File: src/rtl/xor_cipher_pkg.sv
// Shared definitions for the XOR cipher session controller.
// Latency: n/a (types and constants only).
// Backpressure: n/a.
package xor_cipher_pkg;

  localparam int KEY_SIZE_DEF = 32;
  localparam int MSG_SIZE_DEF = 512;
  localparam int TIMEOUT_DEF  = 1024;

  typedef enum logic [2:0] {
    ST_IDLE     = 3'd0,
    ST_LOAD_KEY = 3'd1,
    ST_LOAD_MSG = 3'd2,
    ST_ENCRYPT  = 3'd3,
    ST_WAIT_OUT = 3'd4,
    ST_DONE     = 3'd5,
    ST_ERROR    = 3'd6
  } state_t;

  // One extra bit above the largest phase length, so a count can never wrap.
  function automatic int cnt_width(input int msg_size, input int timeout);
    return $clog2((msg_size > timeout) ? msg_size : timeout) + 1;
  endfunction

endpackage

File: src/rtl/xor_session_ctrl_seq_counter.sv
// Phase bit counter with synchronous clear and terminal-count compare.
// Latency: count updates on the edge after en; tc is combinational from the count.
// Backpressure: none; holds its value whenever en and clr are both low.
module seq_counter #(
  parameter int W = 11
) (
  input  logic         clk,
  input  logic         rst_n,
  input  logic         clr,
  input  logic         en,
  input  logic [W-1:0] tc_val,
  output logic         tc
);

  logic [W-1:0] cnt;

  // Count register: clear wins over increment.
  always_ff @(posedge clk or negedge rst_n) begin
    if (!rst_n) begin
      cnt <= '0;
    end else if (clr) begin
      cnt <= '0;
    end else if (en) begin
      cnt <= cnt + 1'b1;
    end
  end

  assign tc = (cnt == tc_val);

endmodule

File: src/rtl/xor_session_ctrl.sv
// Sequences one XOR-cipher session: key load, message load, encrypt, output wait.
// Latency: strobes are combinational from state; state moves one edge after its condition.
// Backpressure: ena low freezes state and counter and masks all strobes.
module xor_session_ctrl
  import xor_cipher_pkg::*;
#(
  parameter int KEY_SIZE = KEY_SIZE_DEF,
  parameter int MSG_SIZE = MSG_SIZE_DEF,
  parameter int TIMEOUT  = TIMEOUT_DEF
) (
  input  logic       clk,
  input  logic       rst_n,
  input  logic       ena,
  input  logic       iStart,
  input  logic       iAbort,
  input  logic       iSerial_end,
  output logic       oLoad_key,
  output logic       oLoad_msg,
  output logic       oEncrypt_go,
  output logic       oBusy,
  output logic       oDone,
  output logic       oError,
  output logic [2:0] oState
);

  localparam int CW = cnt_width(MSG_SIZE, TIMEOUT);

  state_t        state;
  state_t        state_nxt;
  logic          cnt_clr;
  logic          cnt_inc;
  logic [CW-1:0] tc_val;
  logic          tc;
  logic          start_armed;

  seq_counter #(.W(CW)) u_cnt (
    .clk    (clk),
    .rst_n  (rst_n),
    .clr    (ena & cnt_clr),
    .en     (ena & cnt_inc),
    .tc_val (tc_val),
    .tc     (tc)
  );

  // Terminal count for the phase currently being counted.
  always_comb begin
    tc_val = '0;
    case (state)
      ST_LOAD_KEY: tc_val = CW'(KEY_SIZE - 1);
      ST_LOAD_MSG: tc_val = CW'(MSG_SIZE - 1);
      ST_WAIT_OUT: tc_val = CW'(TIMEOUT - 1);
      default:     tc_val = '0;
    endcase
  end

  // A start held high across reset must not launch a session: wait to see it low first.
  always_ff @(posedge clk or negedge rst_n) begin
    if (!rst_n) begin
      start_armed <= 1'b0;
    end else if (ena && !iStart) begin
      start_armed <= 1'b1;
    end
  end

  // State register; only enabled cycles advance.
  always_ff @(posedge clk or negedge rst_n) begin
    if (!rst_n) begin
      state <= ST_IDLE;
    end else if (ena) begin
      state <= state_nxt;
    end
  end

  // Next state and counter control; abort overrides everything.
  always_comb begin
    state_nxt = state;
    cnt_clr   = 1'b0;
    cnt_inc   = 1'b0;
    if (iAbort) begin
      state_nxt = ST_IDLE;
      cnt_clr   = 1'b1;
    end else begin
      case (state)
        ST_IDLE: begin
          if (iStart && start_armed) begin
            state_nxt = ST_LOAD_KEY;
            cnt_clr   = 1'b1;
          end
        end
        ST_LOAD_KEY: begin
          if (tc) begin
            state_nxt = ST_LOAD_MSG;
            cnt_clr   = 1'b1;
          end else begin
            cnt_inc = 1'b1;
          end
        end
        ST_LOAD_MSG: begin
          if (tc) begin
            state_nxt = ST_ENCRYPT;
            cnt_clr   = 1'b1;
          end else begin
            cnt_inc = 1'b1;
          end
        end
        ST_ENCRYPT: begin
          state_nxt = ST_WAIT_OUT;
          cnt_clr   = 1'b1;
        end
        ST_WAIT_OUT: begin
          // Serializer completion beats a timeout landing in the same cycle.
          if (iSerial_end) begin
            state_nxt = ST_DONE;
            cnt_clr   = 1'b1;
          end else if (tc) begin
            state_nxt = ST_ERROR;
            cnt_clr   = 1'b1;
          end else begin
            cnt_inc = 1'b1;
          end
        end
        ST_DONE: begin
          state_nxt = ST_IDLE;
          cnt_clr   = 1'b1;
        end
        ST_ERROR: begin
          state_nxt = ST_ERROR;
        end
        default: begin
          state_nxt = ST_IDLE;
          cnt_clr   = 1'b1;
        end
      endcase
    end
  end

  assign oLoad_key   = ena && (state == ST_LOAD_KEY);
  assign oLoad_msg   = ena && (state == ST_LOAD_MSG);
  assign oEncrypt_go = ena && (state == ST_ENCRYPT);
  assign oDone       = ena && (state == ST_DONE);
  assign oBusy       = (state != ST_IDLE) && (state != ST_ERROR);
  assign oError      = (state == ST_ERROR);
  assign oState      = state;

endmodule

File: config.mk
export PLATFORM = sky130hd
export DESIGN_NAME = xor_session_ctrl
export DESIGN_NICKNAME = d
export VERILOG_FILES = /design/src/rtl/xor_cipher_pkg.sv /design/src/rtl/xor_session_ctrl_seq_counter.sv /design/src/rtl/xor_session_ctrl.sv
export SDC_FILE = /design/constraint.sdc
export NUM_CORES = 1
export LEC_CHECK = 0
export CORE_MARGIN = 2
export CORE_UTILIZATION = 27
export CTS_BUF_LIST = sky130_fd_sc_hd__clkbuf_4
export CTS_CLUSTER_DIAMETER = 30
export DETAILED_ROUTE_END_ITERATION = 10
export GPL_TIMING_DRIVEN = 0
export PLACE_DENSITY = 0.47
export RECOVER_POWER = 100
export SKIP_CTS_REPAIR_TIMING = 1
export SYNTH_ARGS = -nofsm -noshare
export SYNTH_HDL_FRONTEND = slang
export SYNTH_SLANG_ARGS = --single-unit
export TNS_END_PERCENT = 100
File: constraint.sdc
create_clock -name clk -period 2.1 [get_ports clk]
set_input_delay 0.42 -clock clk [delete_from_list [all_inputs] [get_ports clk]]
set_output_delay 0.42 -clock clk [all_outputs]
set_load 0.005 [all_outputs]
## Word-level counts from Yosys, hierarchy flattened

Cells that the tools add are included.

- Flip-flop bits (word level): 15
- Logic and storage cells: 50

- Add/subtract/negate cells: 1
- Eq/ne operators: 12
- Multiplexer cells: 19
- Bitwise gates (word level): 2
- Reductions and logical operators: 13

Operators by type and width:

| operator | number |
|---|---|
| $pmux W10 S3 | 1 |
| $mux W11 | 2 |
| $mux W3 | 6 |
| $pmux W3 S6 | 1 |
| $ne A3 B3 Y1 const B | 4 |
| $add A11 B1 Y11 const B | 1 |
| $eq A11 B10 Y1 | 1 |
| $eq A3 B3 Y1 const B | 3 |
| $logic_and A1 B1 Y1 | 7 |
| $mux W1 | 7 |
| $eq A3 B2 Y1 const B | 2 |
| $reduce_and A5 Y1 | 1 |
| $ne A4 B4 Y1 const B | 1 |
| $pmux W1 S4 | 1 |
| $eq A3 B1 Y1 const B | 1 |
| $logic_not A3 Y1 | 1 |
| $reduce_bool A3 Y1 | 1 |
| $and A1 B1 Y1 | 2 |
| $pmux W1 S2 | 1 |
| $reduce_bool A2 Y1 | 1 |
| $reduce_or A2 Y1 | 1 |
| $logic_not A1 Y1 | 1 |

## Longest topological paths before layout

- Depth in word-level cells: 10
- Mapped depth: 8

## Modules after synthesis

From an unflattened synthesis, not the netlist that was laid out.

- Cell total of the unflattened synthesis: 122
- Area total of the unflattened synthesis: 1102.3 um^2

By module, submodules not included:

| module | times used | cells an instance | area each (um^2) | sequential area each (um^2) |
|---|---|---|---|---|
| seq_counter | 1 | 69 | 674.4 | 275.3 |
| xor_session_ctrl | 1 | 53 | 427.9 | 100.1 |

## Least setup slack after synthesis

Ideal clock, no wire load.

- Kind: reg-to-reg
- Start point: reg state[1] (netlist: oState[1])
- End point: reg u_cnt.cnt[6]
- Setup time: 0.077 ns
- Data arrival time: 1.986 ns
- Required time: 2.023 ns
- Path slack: 0.037 ns
- Stages on the path, launching flop included: 9
- Clock period less this slack: 2.063 ns
- Path through: dfrtp_1 > buf_2 > xor2_1 > a21oi_1 > mux2i_2 > o21ai_2 > buf_6 > or3_1 > a21oi_1

- Cells in the longest elaborated chain, start to end: 9
- Elaborated cells on any way between the ends: 20

RTL lines:

| element | line | RTL |
|---|---|---|
| start: declaration | xor_session_ctrl.sv:28 | `state_t state;` |
| start signal: assignment | xor_session_ctrl.sv:70 | `state <= state_nxt;` |
| $eq A3 B3 Y1, or another cell as far along | xor_session_ctrl.sv:48, xor_session_ctrl.sv:83 |  |
| $pmux W10 S3 | xor_session_ctrl.sv:48 | `case (state)` |
| $eq A11 B10 Y1 | xor_session_ctrl_seq_counter.sv:28 | `assign tc = (cnt == tc_val);` |
| $mux W1 | xor_session_ctrl.sv:91, xor_session_ctrl.sv:99, xor_session_ctrl.sv:115 |  |
| $mux W1 | xor_session_ctrl.sv:112 | `if (iSerial_end) begin` |
| $pmux W1 S4 / $pmux W1 S2 (equally long branches) | xor_session_ctrl.sv:83 | `case (state)` |
| $mux W1 | xor_session_ctrl.sv:79 | `if (iAbort) begin` |
| $and A1 B1 Y1 (on tied branches) | xor_session_ctrl.sv:39, xor_session_ctrl.sv:40 |  |
| $mux W11 / $reduce_bool A2 Y1 (equally long branches) | - |  |
| end signal: assignment | xor_session_ctrl_seq_counter.sv:24 | `cnt <= cnt + 1'b1;` |
| end: declaration | xor_session_ctrl_seq_counter.sv:15 | `logic [W-1:0] cnt;` |

Several ways; a longest one is shown, not always the timed one.
A chain may end at the register's enable or synchronous reset.

## Worst setup path after layout

- Start point: reg state[1] (netlist: oState[1])
- End point: reg u_cnt.cnt[1]

The elaborated chain is that of the path after synthesis.

==> reports/qor.txt <==
Outcome -> finished with violations
Failing checks -> negative setup slack
Setup TNS -> -719.1 ps
Max-cap violations -> 0
Fmax -> 459.4 MHz
R2r endpoint -> u_cnt.cnt[1]$_DFFE_PN0P_
Required @ worst endpoint -> 2280 ps
RSZ-0062 raised after global routing -> yes
Core area -> 0.003606 mm^2
Layout cell share with drive strength beyond 1 -> 0.3716
DR vias/cell -> 5.020
Starting DRT DRC Count -> 29
DRT antenna net count -> 0
Nets -> 156
Initial antenna violation count -> 0
Routability cong. -> 0.8291
Post-synth top flop -> dfrtp_1
Post-synth top cells -> 15 x dfrtp_1, 10 x nor2_1, 9 x a21oi_1, 9 x nand2_1, 8 x or3_1
Final Max Tran Viols -> 0
Largest net degree at the start of global routing -> 16
Fin area -> 0.001524 mm^2
ANT cells -> 0
Netlist Area Pre-Place -> 994.7 um^2
P&R area growth vs syn -> 53.21%
Metal-1 WL -> 1.291 mm
Period utilization -> 1.037
First-pass GRT wire length -> 4.126 mm
Startpoint types -> flop
Post-synth EDFFs -> 0
Mean area per synthesized cell -> 8.725 um^2
Placed inst area -> 0.001195 mm^2
Initial core utilization -> 0.2759
Die ar. -> 0.004185 mm^2
Most common cell in the netlist -> dfrtp_1
Final WS setup -> -76.96 ps
Vias in the first global route -> 867
Synth top area share -> 0.3774
Worst setup endpoint -> u_cnt.cnt[1]$_DFFE_PN0P_
Leakage -> 0.6980 nW
Share of synthesized registers carrying an async set or reset -> 1.000
CP Capture Type -> flop
Met2 routed WL -> 1.254 mm
Worst Reg-to-Reg Cells -> 8
Die H -> 64.70 um
Final setup skew -> 1.275 ps
First-pass DRT Iterations -> 2
Hold_ws -> 463.0 ps
Top cells by area, synth -> dfrtp_1 38%, or3_1 5.0%, a21oi_1 4.5%
Routed via count -> 984
Grt ovf -> 0
Tot GR Track Use -> 0.1267
CTS HTree Levels -> 1
Power Density -> 970.0 mW/mm^2
Yosys reg bits -> 15
Cells after synthesis -> 114
Clk Latency, worst-skew pair -> 280 ps
Synth cell types -> 42
Clock buffer count from CTS -> 3
Slew HR -> 0.5304
DP HPWL -> 1.786 mm
CP max FO -> 5
Synth area leader -> dfrtp_1
IO buf count -> 14
Io pins -> 15
Worst setup path start -> oState[1]$_DFFE_PN0P_
Syn nets -> 121
Crit path DAT -> 2360 ps
Floorplan row count -> 22
CTS clk-pin slew, worst paths -> 90 ps
Die width -> 64.70 um
CTS max path bufs -> 2
WL final -> 2.646 mm
Register area share after synthesis -> 0.3774
CTS tree -> yes
DRC violations left -> 0
Hold Vio Cnt, Final -> 0
Routed wire length per instance -> 13.50 um
Max VDD drop -> 0.0003845 V
Clock sinks -> 15
Tightest Pin Transition -> 702.1 ps
R2R Setup Slk -> -80 ps
Worst reg2reg path startpoint -> oState[1]$_DFFE_PN0P_
Total power -> 1.478 mW
Tmin final -> 2177 ps
Final setup viols -> 12
Top sig layer -> met4
Worst hold path class -> flop to flop
Ys Warns -> 0
Setup Crit Path Kind -> flop to flop
CTS root buffer -> clkbuf_4
DR WL met3 -> 61 um
## worst min path at each step
stage                              endpoint  depth (start not counted)                     from  slack, ps
finish              start_armed$_DFFE_PN0P_                          1  start_armed$_DFFE_PN0P_        460
floorplan             oState[0]$_DFFE_PN0P_                          0                    rst_n        120
global placement    start_armed$_DFFE_PN0P_                          1  start_armed$_DFFE_PN0P_        440
CTS                 start_armed$_DFFE_PN0P_                          1  start_armed$_DFFE_PN0P_        470
global route        start_armed$_DFFE_PN0P_                          1  start_armed$_DFFE_PN0P_        510
detailed placement  start_armed$_DFFE_PN0P_                          1  start_armed$_DFFE_PN0P_        440
## critical path, cell delays in order (launching register included)
cell and delay (ps):
dfrtp_1 410, buf_6 150, xnor2_4 130, or3_4 390
a211o_4 380, nor3_2 120, o31a_1 260, buf_6 170
nor2_1 50
## through the flow
stage | cells | util | setup WS, ps
after floorplan | 114 | - | 36.70
after global placement | 176 | 0.3314 | -172.6
after detailed placement | 176 | 0.3314 | -228.5
after CTS | 180 | 0.3397 | -316.2
after global routing | 196 | 0.4226 | -156.2
final | 196 | 0.4226 | -76.96
## placed cells by master (no fill, tap or decap), types with 2 or more instances in the layout
| cell | instances |
|---|---|
| a21oi_1 | 2 |
| a21oi_2 | 7 |
| buf_4 | 13 |
| buf_6 | 6 |
| clkbuf_4 | 4 |
| clkdlybuf4s50_1 | 5 |
| dfrtp_1 | 12 |
| dfrtp_2 | 3 |
| dlygate4sd3_1 | 2 |
| dlymetal6s2s_1 | 7 |
| inv_1 | 5 |
| nand2_1 | 9 |
| nand3_1 | 2 |
| nand4_1 | 2 |
| nor2_1 | 7 |
| nor2_2 | 3 |
| nor3_2 | 3 |
| nor3b_2 | 2 |
| o211ai_1 | 2 |
| o21ai_0 | 2 |
| o21ai_1 | 6 |
| o21ai_4 | 2 |
| o221ai_1 | 2 |
| o31a_1 | 2 |
| or3_1 | 5 |
| or3_4 | 3 |
| or4_1 | 3 |
| xor2_1 | 3 |
## cells by family (layout without fill, tap and decap cells)
logic type               Yosys count  count (layout)  share of synthesized area
flip-flops                        15              15                     0.3774
AND/OR/NAND/NOR                   46              46                     0.2478
buffers and inverters             10              44                    0.05031
multiplexers                       3               3                    0.03899
AO/OA/AOI/OAI                     33              33                     0.2201
XOR/XNOR                           6               6                    0.05283
adder cells (fa/ha/maj)            1               1                    0.01258
## registers in the layout, summed over array words and instances, names as in the netlist
name	count
oState	3
u_cnt.cnt	11
start_armed	1
## per-layer routing
layer / track usage / vias up
met5: 0 / -
met4: 0.05319 / 0
met3: 0.02083 / 4
met2: 0.1992 / 15
met1: 0.1717 / 477
li1: - / 488
## final cells by class
| class | count | area (um^2) |
|---|---|---|
| fill | 362 | 2082 |
| multi-input combinational | 89 | 701.9 |
| sequential | 15 | 379.1 |
| timing repair buffer | 30 | 282.8 |
| tap | 48 | 60.06 |
| buffer | 4 | 45.04 |
| clock buffer | 4 | 30.03 |
| inverter | 6 | 25.02 |
## report_power, final
part	switching, mW	internal (mW)
Combinational	0.449	0.481
Clock	0.0934	0.0866
Sequential	0.0488	0.320
(Power assumes the default switching activity.)
